`src/rtl/seq_pattern_pkg.sv`:
```
// Shared constants for the sync-pattern frame transmitter: sync word,
// its width, one-hot FSM encodings and a small sizing helper.
package seq_pattern_pkg;

    localparam int                   PATTERN_W = 7;
    localparam logic [PATTERN_W-1:0] PATTERN   = 7'b1010011;

    typedef enum logic [3:0] {
        IDLE    = 4'b0001,
        SYNC    = 4'b0010,
        PAYLOAD = 4'b0100,
        GAP     = 4'b1000
    } state_e;

    function automatic int max3(input int a, input int b, input int c);
        int m;
        m = a;
        if (b > m) m = b; else m = m;
        if (c > m) m = c; else m = m;
        return m;
    endfunction

endpackage

```
`src/rtl/seq_pattern_tx_piso_shift.sv`:
```
// Parallel-in / serial-out shift register; the MSB is always presented on
// ser_o and moves out first.
module piso_shift #(
    parameter int WIDTH = 8
) (
    input  logic             clk,
    input  logic             rst_n,
    input  logic             load_i,
    input  logic             shift_i,
    input  logic [WIDTH-1:0] par_i,
    output logic             ser_o
);

    logic [WIDTH-1:0] sr_q;

    // Load wins over shift; a shift pulls zeros in from the LSB end
    always_ff @(posedge clk or negedge rst_n) begin
        if (!rst_n) begin
            sr_q <= '0;
        end else if (load_i) begin
            sr_q <= par_i;
        end else if (shift_i) begin
            sr_q <= sr_q << 1;
        end else begin
            sr_q <= sr_q;
        end
    end

    assign ser_o = sr_q[WIDTH-1];

endmodule

```
`src/rtl/seq_pattern_tx.sv`:
```
// Serial frame transmitter: 7-bit sync pattern then a payload word, both
// MSB first, with a fixed idle gap between frames.
module seq_pattern_tx
    import seq_pattern_pkg::*;
#(
    parameter int PAYLOAD_W  = 8,
    parameter int GAP_CYCLES = 2
) (
    input  logic                 clk,
    input  logic                 rst_n,
    input  logic                 tx_valid,
    input  logic [PAYLOAD_W-1:0] tx_data,
    output logic                 tx_ready,
    output logic                 data_out,
    output logic                 bit_valid,
    output logic                 busy,
    output logic                 frame_done
);

    localparam int CNT_W = $clog2(max3(PATTERN_W, PAYLOAD_W, GAP_CYCLES) + 1);
    localparam int IDX_W = $clog2(PATTERN_W);
    localparam logic [CNT_W-1:0] SYNC_LAST = CNT_W'(PATTERN_W);
    localparam logic [CNT_W-1:0] PAY_LAST  = CNT_W'(PAYLOAD_W);
    localparam logic [CNT_W-1:0] GAP_LAST  = CNT_W'(GAP_CYCLES);
    localparam logic [CNT_W-1:0] CNT_ONE   = CNT_W'(1);

    state_e           state_q;
    logic [CNT_W-1:0] cnt_q;
    logic             data_out_q;
    logic             bit_valid_q;
    logic             frame_done_q;

    logic             load_s;
    logic             shift_s;
    logic             piso_bit_s;
    logic             pat_bit_s;

    // cnt_q counts bits already on the line, so it also indexes the next one
    always_comb begin
        load_s    = 1'b0;
        shift_s   = 1'b0;
        pat_bit_s = PATTERN[IDX_W'(PATTERN_W - 1) - IDX_W'(cnt_q)];
        if (state_q == IDLE) begin
            load_s = tx_valid;
        end else begin
            load_s = 1'b0;
        end
        if (((state_q == SYNC) && (cnt_q == SYNC_LAST)) ||
            ((state_q == PAYLOAD) && (cnt_q != PAY_LAST))) begin
            shift_s = 1'b1;
        end else begin
            shift_s = 1'b0;
        end
    end

    piso_shift #(.WIDTH(PAYLOAD_W)) u_piso (
        .clk    (clk),
        .rst_n  (rst_n),
        .load_i (load_s),
        .shift_i(shift_s),
        .par_i  (tx_data),
        .ser_o  (piso_bit_s)
    );

    // Frame sequencer: state, bit counter and the registered serial outputs
    always_ff @(posedge clk or negedge rst_n) begin
        if (!rst_n) begin
            state_q      <= IDLE;
            cnt_q        <= '0;
            data_out_q   <= 1'b0;
            bit_valid_q  <= 1'b0;
            frame_done_q <= 1'b0;
        end else begin
            case (state_q)
                IDLE: begin
                    frame_done_q <= 1'b0;
                    if (tx_valid) begin
                        state_q     <= SYNC;
                        cnt_q       <= CNT_ONE;
                        data_out_q  <= PATTERN[PATTERN_W-1];
                        bit_valid_q <= 1'b1;
                    end else begin
                        cnt_q       <= '0;
                        data_out_q  <= 1'b0;
                        bit_valid_q <= 1'b0;
                    end
                end
                SYNC: begin
                    bit_valid_q <= 1'b1;
                    if (cnt_q == SYNC_LAST) begin
                        state_q      <= PAYLOAD;
                        cnt_q        <= CNT_ONE;
                        data_out_q   <= piso_bit_s;
                        frame_done_q <= (PAYLOAD_W == 1);
                    end else begin
                        cnt_q        <= cnt_q + CNT_ONE;
                        data_out_q   <= pat_bit_s;
                        frame_done_q <= 1'b0;
                    end
                end
                PAYLOAD: begin
                    if (cnt_q == PAY_LAST) begin
                        data_out_q   <= 1'b0;
                        bit_valid_q  <= 1'b0;
                        frame_done_q <= 1'b0;
                        if (GAP_CYCLES == 0) begin
                            state_q <= IDLE;
                            cnt_q   <= '0;
                        end else begin
                            state_q <= GAP;
                            cnt_q   <= CNT_ONE;
                        end
                    end else begin
                        cnt_q        <= cnt_q + CNT_ONE;
                        data_out_q   <= piso_bit_s;
                        bit_valid_q  <= 1'b1;
                        frame_done_q <= (cnt_q == (PAY_LAST - CNT_ONE));
                    end
                end
                GAP: begin
                    data_out_q   <= 1'b0;
                    bit_valid_q  <= 1'b0;
                    frame_done_q <= 1'b0;
                    if (cnt_q == GAP_LAST) begin
                        state_q <= IDLE;
                        cnt_q   <= '0;
                    end else begin
                        cnt_q <= cnt_q + CNT_ONE;
                    end
                end
                default: begin
                    state_q      <= IDLE;
                    cnt_q        <= '0;
                    data_out_q   <= 1'b0;
                    bit_valid_q  <= 1'b0;
                    frame_done_q <= 1'b0;
                end
            endcase
        end
    end

    assign data_out   = data_out_q;
    assign bit_valid  = bit_valid_q;
    assign frame_done = frame_done_q;
    assign tx_ready   = (state_q == IDLE);
    assign busy       = (state_q != IDLE);

endmodule
```
`config.mk`:
```
export PLATFORM = sky130hd
export DESIGN_NAME = seq_pattern_tx
export DESIGN_NICKNAME = d
export VERILOG_FILES = /design/src/rtl/seq_pattern_pkg.sv /design/src/rtl/seq_pattern_tx_piso_shift.sv /design/src/rtl/seq_pattern_tx.sv
export SDC_FILE = /design/constraint.sdc
export NUM_CORES = 1
export LEC_CHECK = 0
export ABC_CLOCK_PERIOD_IN_PS = 1920
export BUFFER_PORTS_ARGS = -buffer_cell sky130_fd_sc_hd__buf_4
export CAP_MARGIN = 15
export CORE_AREA = 2 2 46 48
export DETAILED_ROUTE_END_ITERATION = 10
export DIE_AREA = 0 0 48 50
export GPL_ROUTABILITY_DRIVEN = 0
export GPL_TIMING_DRIVEN = 0
export PLACE_DENSITY = 0.72
export SYNTH_ARGS = -nofsm -noshare
export SYNTH_HDL_FRONTEND = slang
export SYNTH_SLANG_ARGS = --single-unit
```
`constraint.sdc`:
```
create_clock -name clk -period 1.92 [get_ports clk]
set_input_delay 0 -clock clk [delete_from_list [all_inputs] [get_ports clk]]
set_output_delay 0 -clock clk [all_outputs]
set_load 0.02 [all_outputs]
```
==> qor.yml <==
synth:
  async_reset_ff_share_pct: 100
  synth.distinct_cells: 27
  ys_warn_count: 0
  ys_seq_area_share_pct: 50.9
  syn_inst: 89
  ys_seq_elements: 19
  synth_ff_type: "dfrtp_1"
  syn_avg_cell_area_sq_um: 10.5
  synth_edf_count: 0
  synth.cell_area_sq_um: 937
  syn_nets: 104
grt:
  antenna_found_initial: 0
  grt_pass1_wl_mm: 3.15
  grt_max_degree: 20
  gr-usage-met3_pct: 6.59
  grt-busiest-layer: "met2"
  use_met1_pct: 22.9
  gr-total-overflow: 0
  gr-usage-met2_pct: 30.9
  grt_pass1_vias: 736
  track_usage_pct: 19.0
clock_tree:
  path_clk_slew_ps: 110
  clock_sinks: 19
  cts.htree.levels: 1
  clk_latency_ps: 300
  root_buffer: "clkbuf_4"
  cts_buffer_depth: 2
  cts_buffers: 3
  cts_tree: "done"
route:
  vias: 764
  ant_nets: 0
  dr.pass1.iters: 4
  via_per_inst: 5.20
  wl_per_cell_um: 13.9
  initialDrtViolationCount: 14
  drt_wl_total_mm: 2.04
  remaining_drc_errors: 0
critical_path:
  crit_path_top_delay_cell: "or4b_1"
  r2r_cells: 6
  crit_path_start_kind: "flop"
  rr_startpoint: "state_q[0]$_DFFE_PN1P_"
  slowest_delay_ps: 530
  crit_path_end_kind: "flop"
  reg2reg_to: "u_piso.sr_q[3]$_DFFE_PN0P_"
  crit_fanout: 6
  r2r_slack_ps: 70
  cp.required_ps: 2110
  worstPathCellList: "or4b_1 > buf_6 > o22ai_4 > clkbuf_4 > mux2i_1 > a21oi_1"
  path_class: "flop to flop"
  critPathArrivalTime_ps: 2040
pwr:
  vdd_ir_drop_max_uv: 832
  pwr-share-comb_pct: 38.9
  pwr-share-seq_pct: 45.9
  cellLeakagePower_nw: 0.560
  p_sw_share_pct: 37.4
  p_int_uw: 861
  p_switching_uw: 514
  power.density_nw_per_um2: 1090
  clockPowerShare_pct: 15.1
floorplan:
  coreArea_sq_um: 1900
  die-area_sq_um: 2400
  dieWidth_um: 48
  num_rows: 16
  num_io_pins: 16
  die_h_um: 50
  start_util_pct: 49.3
timing:
  report.final.slew_viol_count: 0
  hold_violations: 0
  setup_viol: 0
  finClkSkew_ps: 2.53
  period_minus_slack_ps: 1850
  fmax_mhz: 540
  rsz0062_at_grt: "false"
  whs_ps: 97.7
  slew_headroom_pct: 81.8
  max_slew.worst_pin.slew_ps: 271
  period_share_pct: 96.4
  tns_ps: 0
layout:
  final_nets: 136
  post-route-util_pct: 66.5
  multi_input_area_sq_um: 454
  nFillCells: 150
  seq_area_sq_um: 477
  antennaDiodeCount: 0
  syn2layout_area_growth_pct: 35.0
  drive_gt1_share_pct: 27.5
flow_run:
  cap_violations: 0
hold_path:
  worstHoldPathType: "input port to async pin"
placement:
  dp_hpwl_mm: 1.21
  port_buffers: 15
status:
  status: "complete, no violations"
-- cell usage after synthesis (all sizes together), types with 2 or more instances --
| master | instances | share of area, % |
|---|---|---|
| ha | 4 | 5.3 |
| or4b | 4 | 4.3 |
| nor2 | 9 | 3.6 |
| inv | 4 | 1.6 |
| dfrtp | 18 | 48 |
| o21ai | 5 | 2.7 |
| a21oi | 7 | 3.7 |
| mux2i | 7 | 7.5 |
| nand2b | 2 | 1.3 |
| buf | 3 | 2.3 |
| o22ai | 2 | 2.0 |
| nand2 | 6 | 2.4 |
| nand3b | 2 | 1.6 |
| a31oi | 3 | 2.0 |
| nand3 | 4 | 2.1 |
-- state kept, by name, summed over array words and instances (netlist names) --
name,flops
cnt_q,4
bit_valid,1
u_piso.sr_q,8
state_q,4
data_out,1
frame_done,1
-- power groups by stage --
stage	clock (mW)	combinational, mW	sequential [mW]
after detailed placement	0	0.482	0.628
after global placement	0	0.469	0.618
final	0.208	0.535	0.632
after floorplan	0	0.310	0.625
after global routing	0.233	0.600	0.649
after CTS	0.214	0.501	0.618
-- what timing repair did --
action	CTS	global route
setup endpoints to repair	0	9
buffers inserted	0	1
hold buffers	10	0
resized for setup	0	10
hold endpoints to repair	28	0
-- placed cells by master (no fill, tap or decap), types with 2 or more instances in the layout --
master | synthesis | layout
dfrtp_1 | 18 | 18
nand3b_1 | 2 | 2
clkbuf_4 | 0 | 4
nand2_1 | 6 | 5
inv_1 | 4 | 3
or4b_1 | 3 | 2
o21ai_0 | 5 | 5
mux2i_1 | 7 | 6
nor2_1 | 9 | 9
nand3_1 | 4 | 4
nand2b_1 | 2 | 2
a21oi_1 | 7 | 6
buf_4 | 0 | 16
ha_1 | 4 | 4
dlygate4sd3_1 | 0 | 10
a31oi_1 | 3 | 3
buf_6 | 1 | 2
-- worst max path at each step --
stage                                 from                          to  slack (ps)  cells past startpoint
floorplan           state_q[0]$_DFFE_PN1P_  u_piso.sr_q[2]$_DFFE_PN0P_          50                      5
global placement    state_q[0]$_DFFE_PN1P_  u_piso.sr_q[6]$_DFFE_PN0P_         110                      5
detailed placement  state_q[0]$_DFFE_PN1P_  u_piso.sr_q[4]$_DFFE_PN0P_          70                      5
CTS                 state_q[0]$_DFFE_PN1P_  u_piso.sr_q[4]$_DFFE_PN0P_          50                      5
global route        state_q[2]$_DFFE_PN0P_  u_piso.sr_q[5]$_DFFE_PN0P_           6                      6
finish              state_q[0]$_DFFE_PN1P_  u_piso.sr_q[3]$_DFFE_PN0P_          70                      6
-- final cells by class --
class                      instances  share of cell area (%)
buffer                             3                    2.18
clock buffer                       3                    1.78
clock inverter                     1                   0.593
inverter                           4                    1.19
multi-input combinational         63                    35.9
sequential                        19                    37.7
tap                               27                    2.67
timing repair buffer              27                    18.0
-- routing by layer --
metal,vias up,routed length (um)
li1,377,-
met1,371,850
met2,14,1100
met3,2,63
met4,0,19
met5,-,0
-- critical path, delay by kind of cell (launching register included) --
family                 cells  cell delay (ps)
AO/OA/AOI/OAI              2              270
buffers and inverters      2              360
flip-flops                 1              400
multiplexers               1              180
AND/OR/NAND/NOR            1              530
-- through the flow --
stage,area (sq um),instances,total power [mW],setup WS (ps)
after floorplan,937,89,0.935,53.4
after global placement,1080,131,1.09,112
after detailed placement,1080,131,1.11,66.5
after CTS,1210,145,1.33,47.2
after global routing,1260,147,1.48,6.06
final,1260,147,1.38,69.7
-- cells by family after synthesis --
family / Yosys count / synth area share [%]
AOI/OAI and AO/OA: 19 / 12.1
xor gates and xnor gates: 2 / 1.87
adders and majority gates: 4 / 5.34
buffers and inverters: 7 / 3.87
DFF: 19 / 50.9
muxes: 7 / 7.48
and+or+nand+nor: 31 / 18.4
(Power assumes the default switching activity.)
